$ cat src/rtl/seq_mult16_pkg.sv
// Shared constants and state encoding for the sequential 16x16 multiplier.
package seq_mult16_pkg;

  typedef enum logic {
    ST_IDLE = 1'b0,
    ST_RUN  = 1'b1
  } state_t;

  localparam int MUL_W     = 16;
  localparam int PROD_W    = 32;
  localparam int ITER_LAST = 15;

endpackage

$ cat src/rtl/seq_mult16_if.sv
// Start/busy/done handshake and operand/product bus of the multiplier.
interface seq_mult16_if;

  logic                                 start;
  logic [seq_mult16_pkg::MUL_W-1:0]     a;
  logic [seq_mult16_pkg::MUL_W-1:0]     b;
  logic                                 busy;
  logic                                 done;
  logic [seq_mult16_pkg::PROD_W-1:0]    product;

  modport master (output start, a, b, input busy, done, product);
  modport slave  (input start, a, b, output busy, done, product);

endinterface

$ cat src/rtl/seq_mult16_cla.sv
// 16-bit carry-lookahead adder: four 4-bit groups with a second lookahead level.
module seq_mult16_cla (
  input  logic [15:0] a,
  input  logic [15:0] b,
  input  logic        cin,
  output logic [15:0] sum,
  output logic        cout,
  output logic        pout,
  output logic        gout
);

  logic [15:0] p, g, c;
  logic [3:0]  gp, gg;
  logic [4:0]  gc;

  always_comb begin
    p  = a ^ b;
    g  = a & b;
    gp = '0;
    gg = '0;
    for (int unsigned k = 0; k < 4; k++) begin
      gp[k] = &p[4*k +: 4];
      gg[k] = g[4*k+3] | (p[4*k+3] & g[4*k+2]) | (&p[4*k+2 +: 2] & g[4*k+1])
            | (&p[4*k+1 +: 3] & g[4*k]);
    end

    gout  = gg[3] | (gp[3] & gg[2]) | (&gp[3:2] & gg[1]) | (&gp[3:1] & gg[0]);
    pout  = &gp;
    gc[0] = cin;
    gc[1] = gg[0] | (gp[0] & cin);
    gc[2] = gg[1] | (gp[1] & gg[0]) | (&gp[1:0] & cin);
    gc[3] = gg[2] | (gp[2] & gg[1]) | (&gp[2:1] & gg[0]) | (&gp[2:0] & cin);
    gc[4] = gout | (pout & cin);

    c = '0;
    for (int unsigned k = 0; k < 4; k++) begin
      c[4*k] = gc[k];
      for (int unsigned j = 1; j < 4; j++)
        c[4*k+j] = g[4*k+j-1] | (p[4*k+j-1] & c[4*k+j-1]);
    end

    sum  = p ^ c;
    cout = gc[4];
  end

endmodule

$ cat src/rtl/seq_mult16.sv
// Unsigned shift-and-add multiplier: one partial product per clock, fixed 16-cycle latency.
module seq_mult16
  import seq_mult16_pkg::*;
#(
  parameter int WIDTH = MUL_W,
  parameter int CNT_W = 5
) (
  input  logic            clk,
  input  logic            rst,
  seq_mult16_if.slave     bus
);

  state_t             state, state_nxt;
  logic [WIDTH-1:0]   mcand, acc_hi, acc_lo;
  logic [CNT_W-1:0]   count;
  logic               busy_r, done_r;
  logic [2*WIDTH-1:0] product_r;
  logic               load, step, last;

  logic [WIDTH-1:0]   addend, sum;
  logic               cout;

  assign addend = acc_lo[0] ? mcand : '0;

  seq_mult16_cla u_cla (
    .a    (acc_hi),
    .b    (addend),
    .cin  (1'b0),
    .sum  (sum),
    .cout (cout),
    .pout (),
    .gout ()
  );

  always_comb begin
    state_nxt = state;
    load      = 1'b0;
    step      = 1'b0;
    last      = 1'b0;
    case (state)
      ST_IDLE: begin
        if (bus.start) begin
          load      = 1'b1;
          state_nxt = ST_RUN;
        end
      end
      ST_RUN: begin
        step = 1'b1;
        if (count == CNT_W'(ITER_LAST)) begin
          last      = 1'b1;
          state_nxt = ST_IDLE;
        end
      end
      default: state_nxt = ST_IDLE;
    endcase
  end

  // The shift keeps the adder carry as the new MSB, so the accumulator is effectively 33 bits wide.
  always_ff @(posedge clk or posedge rst) begin
    if (rst) begin
      state     <= ST_IDLE;
      mcand     <= '0;
      acc_hi    <= '0;
      acc_lo    <= '0;
      count     <= '0;
      busy_r    <= 1'b0;
      done_r    <= 1'b0;
      product_r <= '0;
    end else begin
      state  <= state_nxt;
      done_r <= last;
      if (load) begin
        mcand  <= bus.a;
        acc_lo <= bus.b;
        acc_hi <= '0;
        count  <= '0;
        busy_r <= 1'b1;
      end
      if (step) begin
        acc_hi <= {cout, sum[WIDTH-1:1]};
        acc_lo <= {sum[0], acc_lo[WIDTH-1:1]};
        count  <= count + 1'b1;
        if (last) begin
          product_r <= {cout, sum, acc_lo[WIDTH-1:1]};
          busy_r    <= 1'b0;
        end
      end
    end
  end

  assign bus.busy    = busy_r;
  assign bus.done    = done_r;
  assign bus.product = product_r;

endmodule

$ cat src/flat_wrapper.sv
// flat-port wrapper written by rule: the top's interface ports become plain ports
module seq_mult16_flat import seq_mult16_pkg::*;
#(
  parameter int WIDTH = MUL_W,
  parameter int CNT_W = 5
)
  (clk, rst, bus_start, bus_a, bus_b, bus_busy, bus_done, bus_product);
  seq_mult16_if bus_i ();
  input  logic clk;
  input  logic rst;
  input wire logic [$bits(bus_i.start)-1:0] bus_start;
  input wire logic [$bits(bus_i.a)-1:0] bus_a;
  input wire logic [$bits(bus_i.b)-1:0] bus_b;
  output wire logic [$bits(bus_i.busy)-1:0] bus_busy;
  output wire logic [$bits(bus_i.done)-1:0] bus_done;
  output wire logic [$bits(bus_i.product)-1:0] bus_product;
  assign bus_i.start = bus_start;
  assign bus_i.a = bus_a;
  assign bus_i.b = bus_b;
  assign bus_busy = bus_i.busy;
  assign bus_done = bus_i.done;
  assign bus_product = bus_i.product;
  seq_mult16 #(.WIDTH(WIDTH), .CNT_W(CNT_W)) u_core (.clk(clk), .rst(rst), .bus(bus_i));
endmodule
$ cat config.mk
export PLATFORM = sky130hd
export DESIGN_NAME = seq_mult16_flat
export DESIGN_NICKNAME = d
export VERILOG_FILES = /design/src/rtl/seq_mult16_pkg.sv /design/src/rtl/seq_mult16_if.sv /design/src/rtl/seq_mult16_cla.sv /design/src/rtl/seq_mult16.sv /design/src/flat_wrapper.sv
export SDC_FILE = /design/constraint.sdc
export NUM_CORES = 1
export LEC_CHECK = 0
export CAP_MARGIN = 20
export CORE_ASPECT_RATIO = 1.25
export CORE_MARGIN = 1
export CORE_UTILIZATION = 49
export CTS_BUF_LIST = sky130_fd_sc_hd__clkbuf_4 sky130_fd_sc_hd__clkbuf_8 sky130_fd_sc_hd__clkbuf_16
export CTS_CLUSTER_SIZE = 12
export DETAILED_ROUTE_END_ITERATION = 12
export MAX_ROUTING_LAYER = met4
export PLACE_DENSITY = 0.88
export SYNTH_ARGS = -nofsm -noshare
export SYNTH_HDL_FRONTEND = slang
export SYNTH_HIERARCHICAL = 1
export SYNTH_SLANG_ARGS = --single-unit
$ cat constraint.sdc
create_clock -name clk -period 3 [get_ports clk]
set_input_delay 0.45 -clock clk [delete_from_list [all_inputs] [get_ports clk]]
set_output_delay 0.45 -clock clk [all_outputs]
set_load 0.01 [all_outputs]
==> summary.txt, run 1 <==
Outcome
  • Status: finished with violations
  • Failing checks: negative setup slack

Finish
  • Fin cells: 569
  • Register area: 2200 um2
  • Fillers: 672
  • Area of the multi-input gates: 2080 um2
  • Final net count: 509
  • Layout cell share with drive strength beyond 1: 27.6%
  • Post-route cell area: 5680 um2
  • Area grow syn2layout: 29.7%
  • Antenna diodes: 0

Critical path
  • Worst-path fanout max: 6
  • CP max stage cell: dfrtp_2
  • WP data required: 3.25 ns
  • Kind of critical path: reg -> reg
  • WP buf/inv: 0
  • CP Cell Sequence: and2_4 -> ha_4 -> a21o_1 -> a221o_2 -> a21oi_2 -> o21bai_1 -> fa_2 -> fa_2 -> fa_2 -> xor2_1 -> mux2_2
  • CP dominant cell by count: fa_2
  • CP max stage delay: 0.46 ns
  • Setup crit start kind: flop
  • CP endpoint kind: flop
  • Cell family with most CP delay: adder cells
  • Arrival @ worst endpoint: 3.48 ns

CTS
  • Clock transition at the registers of the reported paths: 0.09 ns
  • CTS max path bufs: 2
  • Total clock buffers created by CTS: 9
  • # H-tree levels: 3
  • Root buf cell: clkbuf_8
  • CTS Sinks: 88
  • CTS tree: done
  • Worst skew pair latency: 0.36 ns
  • CTS Hold Buffers Added: 0

Power and ir drop
  • Tot Pwr: 6.25 mW
  • Lkg Pwr: 2.64 nW
  • Cell area power density: 1100 nW/um2
  • Worst vdd ir: 408 uV

STA
  • Hold Vio Cnt, Final: 0
  • Final Cycle Share: 108%
  • Setup WS post-layout: -0.232 ns
  • Final setup vio count: 12
  • Max Fclk: 309 MHz
  • Worst slew margin: 53.9%
  • Max Clock Skew: 0.00715 ns
  • Hold Slack: 0.506 ns
  • Max-slew violations: 0
  • Tmin final: 3.23 ns
  • RSZ-0062 raised after global routing: true
  • Slew @ Worst Pin: 0.691 ns

Global route
  • Tot GR Track Use: 21.8%
  • Initial antenna violation count: 0
  • Largest net degree at the start of global routing: 89
  • Vias in the first global route: 3187
  • Total congestion overflow: 0
  • First-pass GRT wire length: 15000 um

Placed design
  • Pre-CTS WS: -0.247 ns
  • Gpl congestion: 0.862
  • Cells after DPL: 550
  • Placed instance area: 5350 um2
  • Number of I/O port buffers: 68
  • HPWL Detailed: 6050 um

Floorplan
  • Row Count: 38
  • Die footprint: 9310 um2
  • Io pins: 69
  • Die X: 86.5 um
  • Initial Util: 50.5%
  • Die Y-Extent: 108 um
  • Core outline area: 8650 um2

Hold path
  • Hold WC Path Type: in -> async

Flow run
  • Max Cap Viol: 0

Synth
  • Cell Area, Synth: 4370 um2
  • Mapped Cells: 352
  • Synth warn: 6
  • Post-Syn Area per Cell: 12.4 um2

Drt
  • Vias per cell: 5.15
  • Final WL: 8880 um
  • Post-DRT Antenna Nets: 0
  • Initial DRC count: 104
  • TritonRoute pass-1 iters: 4
  • WL per Instance: 15.6 um
  • DR DRC count: 0
  • Via Count: 2933
[tightest hold or removal path, cell delays in order]
cell,delay (ns)
clkdlybuf4s50_1,0.42
clkinv_2,0.07
buf_12,0.36
[power breakdown]
part           leakage, nW  internal (mW)  switching [mW]
Clock                0.123          0.580           0.428
Sequential            1.08           1.78           0.444
Combinational         1.44           1.74            1.29
[repair_timing]
item,4_1_cts,5_1_grt
setup endpoints to repair,11,12
cloned,0,0
gates resized for setup,15,5
pin swaps,2,2
buffers inserted,3,0
[per-stage QoR]
stage	utilization (%)	setup TNS [ns]
floorplan	-	-0.0762
global placement	61.8	-0.433
detailed placement	61.8	-1.22
CTS	65.4	-1.35
global route	65.6	-2.26
finish	65.6	-1.52
[layer usage]
layer  global-route usage, %  wire [um]  share of wire, %  vias to the layer above
li1                        -          -                 -                     1383
met1                    25.6       3740                42                     1465
met2                    36.7       4660                52                       76
met3                    3.91        375               4.2                        9
met4                    9.29        108               1.2                        0
met5                       -          0                 0                        -
[layout by cell type (no fill, tap or decap), types with 3 or more instances in the layout]
cell,n
mux2_4,13
dfrtp_1,86
fa_1,3
bufinv_16,3
inv_2,3
clkbuf_8,10
a21o_1,3
and2_1,13
buf_4,25
nand2b_1,11
ha_1,15
nand2_1,32
clkdlybuf4s50_1,68
inv_1,14
nor2_1,4
nand3_1,3
mux2i_1,16
mux2_2,36
and2_4,3
o21ai_1,3
a21oi_1,6
ha_4,3
a22o_1,7
fa_2,9
o21ai_0,27
[registers in the layout, summed over array words and instances (netlist names)]
signal and flops:
u_core/bus.product 32, u_core/acc_hi 16, u_core/acc_lo 16, u_core/mcand 16
u_core/count 5, u_core/bus.busy 1, u_core/bus.done 1, u_core/state 1
[path summary, 6_finish.rpt]
kind                                       startpoint                endpoint  slack, ns  cells past startpoint
min in group clk                u_core/bus.product[3]   u_core/bus.product[3]       0.51                      1
max in group asynchronous                         rst        u_core/acc_lo[0]       2.11                      3
worst min-delay path                              rst  u_core/bus.product[10]       0.51                      3
worst max register to register       u_core/acc_lo[0]  u_core/bus.product[30]      -0.23                     11
worst max-delay path                 u_core/acc_lo[0]  u_core/bus.product[30]      -0.23                     11
worst min register to register  u_core/bus.product[3]   u_core/bus.product[3]       0.51                      1
[area by class of cell]
type | instances | area share, %
Timing Repair Buffer | 96 | 16.0
Clock buffer | 10 | 2.43
Clock inverter | 6 | 2.03
Tap cell | 120 | 2.65
Sequential cell | 88 | 38.8
Inverter | 19 | 1.32
Multi-Input combinational cell | 230 | 36.7
Power figures use the tool's default switching activity.
==> run 2: changes to the inputs <==
CORE_MARGIN = 2   (was 1)
==> summary.txt, run 2 (synthesis results as in run 1) <==
Global route
  • First-pass GRT wire length: 14800 um
  • Largest net degree at the start of global routing: 57
  • Vias in the first global route: 3146
  • Met1 usage: 24.4%
  • Initial antenna violation count: 0
  • M2 GR Usage: 34.9%
  • Busiest grt layer: met2
  • Tot GR Track Use: 20.8%
  • Met3 usage: 4.28%
  • Total congestion overflow: 0

Critical path
  • Reg-to-Reg End: u_core/bus.product[22]
  • Kind of critical path: reg -> reg
  • CP endpoint kind: flop
  • Setup crit start kind: flop
  • Arrival @ worst endpoint: 3.46 ns
  • Setup slack, reg-to-reg: -0.21 ns
  • Worst r2r src: u_core/acc_lo[0]
  • R2R depth: 11
  • WP data required: 3.25 ns
  • Worst-path fanout max: 6

Flow run
  • Max Cap Viol: 0

Floorplan
  • Die X: 88.5 um
  • Die Y-Extent: 110 um
  • Row Count: 38
  • Io pins: 69
  • Initial Util: 50.3%
  • Die footprint: 9700 um2
  • Core outline area: 8700 um2

Finish
  • Layout cell share with drive strength beyond 1: 28.2%
  • Area grow syn2layout: 28.9%
  • Commonest non-fill, non-tap cell in the layout: dfrtp_1
  • Max reg flops: 32
  • Antenna diodes: 0
  • Final net count: 507
  • Post-route cell area: 5640 um2
  • Fillers: 660
  • Most frequent cells in the layout: 86 x dfrtp_1, 68 x clkdlybuf4s50_1, 33 x mux2_2, 32 x nand2_1, 26 x o21ai_0

Drt
  • TritonRoute pass-1 iters: 4
  • Post-DRT Antenna Nets: 0
  • WL per Instance: 15.7 um
  • Vias per cell: 5.16
  • DR DRC count: 0
  • Final WL: 8880 um
  • Via Count: 2925
  • Initial DRC count: 127

Placed design
  • Gpl congestion: 0.785
  • Placed instance area: 5340 um2
  • HPWL Detailed: 6300 um
  • Number of I/O port buffers: 68

CTS
  • CTS tree: done
  • CTS Hold Buffers Added: 0
  • Root buf cell: clkbuf_8
  • CTS max path bufs: 2
  • Clock transition at the registers of the reported paths: 0.09 ns
  • Worst skew pair latency: 0.36 ns
  • CTS Sinks: 88
  • Total clock buffers created by CTS: 9
  • # H-tree levels: 3

Power and ir drop
  • Lkg Pwr: 2.61 nW
  • Worst vdd ir: 622 uV
  • Tot Pwr: 6.08 mW
  • Cell area power density: 1080 nW/um2

STA
  • Max Clock Skew: 0.00962 ns
  • Hold Vio Cnt, Final: 0
  • Tmin final: 3.21 ns
  • Final setup vio count: 11
  • Max Fclk: 312 MHz
  • Worst slew margin: 61.8%
  • RSZ-0062 raised after global routing: true
  • Max-slew violations: 0
  • Final Cycle Share: 107%
  • Setup WS post-layout: -0.208 ns
  • Slew @ Worst Pin: 0.572 ns

Outcome
  • Failing checks: negative setup slack
  • Status: finished with violations

Hold path
  • Hold WC Path Type: in -> async
-- run 2: cell types whose count changed in the layout (fill, tap and decap cells not counted), sizes merged --
cell      change
buf           -2
clkinvlp      +2
clkinv        +1
clkbuf        -1
bufinv        -2
-- run 2: worst max path at each step --
stage	startpoint	to	slack, ns	cells past startpoint
2_1_floorplan	u_core/acc_lo[0]	u_core/bus.product[30]	-0.06	11
3_3_place_gp	u_core/acc_lo[0]	u_core/bus.product[30]	-0.13	11
3_5_place_dp	u_core/acc_lo[0]	u_core/bus.product[30]	-0.22	11
4_1_cts	u_core/acc_lo[0]	u_core/bus.product[30]	-0.19	11
5_1_grt	u_core/acc_lo[0]	u_core/bus.product[30]	-0.29	11
6_report	u_core/acc_lo[0]	u_core/bus.product[22]	-0.21	11
-- run 2: timing repair --
item | in CTS | in global routing
gates resized for setup | 10 | 17
cloned | 0 | 0
endpoints found under the setup margin | 11 | 12
pin swaps | 2 | 1
buffers inserted | 2 | 1
-- run 2: area by class of cell --
cell class                 count  area [um2]  share of cell area (%)
sequential                    88        2200                    39.1
multi-input combinational    230        2120                    37.6
timing repair buffer          94         892                    15.8
tap                          120         150                    2.66
clock buffer                   9         124                    2.20
inverter                      19        75.1                    1.33
clock inverter                 7        71.3                    1.27
-- run 2: layer usage --
layer	vias to the layer above	part of all wire [%]
li1	1371	-
met1	1474	42
met2	65	52
met3	15	3.8
met4	0	2.0
met5	-	0
-- run 2: report_power, final --
group	internal (mW)	switching (mW)	total (mW)
combinational	1.74	1.32	3.07
clock	0.384	0.429	0.813
sequential	1.78	0.425	2.20
-- run 2: stage by stage --
| stage | worst slack, ns | util [%] | setup TNS [ns] | std cells | hold slack, ns |
|---|---|---|---|---|---|
| final | -0.208 | 64.8 | -1.22 | 567 | 0.446 |
| after global routing | -0.287 | 64.8 | -2.15 | 567 | 0.488 |
| after CTS | -0.194 | 64.0 | -0.853 | 566 | 0.457 |
| after detailed placement | -0.220 | 61.3 | -1.08 | 548 | 0.492 |
| after global placement | -0.132 | 61.3 | -0.448 | 548 | 0.480 |
| after floorplan | -0.0575 | - | -0.0762 | 353 | 0.465 |
-- run 2: worst max-delay path: stages, from the launching register on --
cell     delay (ns)
dfrtp_2        0.44
and2_1         0.17
ha_4           0.22
and3_1         0.15
a221o_2        0.35
buf_4          0.14
buf_6          0.11
fa_2           0.33
fa_2           0.35
fa_2           0.37
xor2_2         0.19
mux2_4         0.27
==> run 3: changes to the inputs <==
SLEW_MARGIN = 10   (was unset)
==> results of run 3 <==
No change in the layout: final DEF, timing and power equal those of run 2.
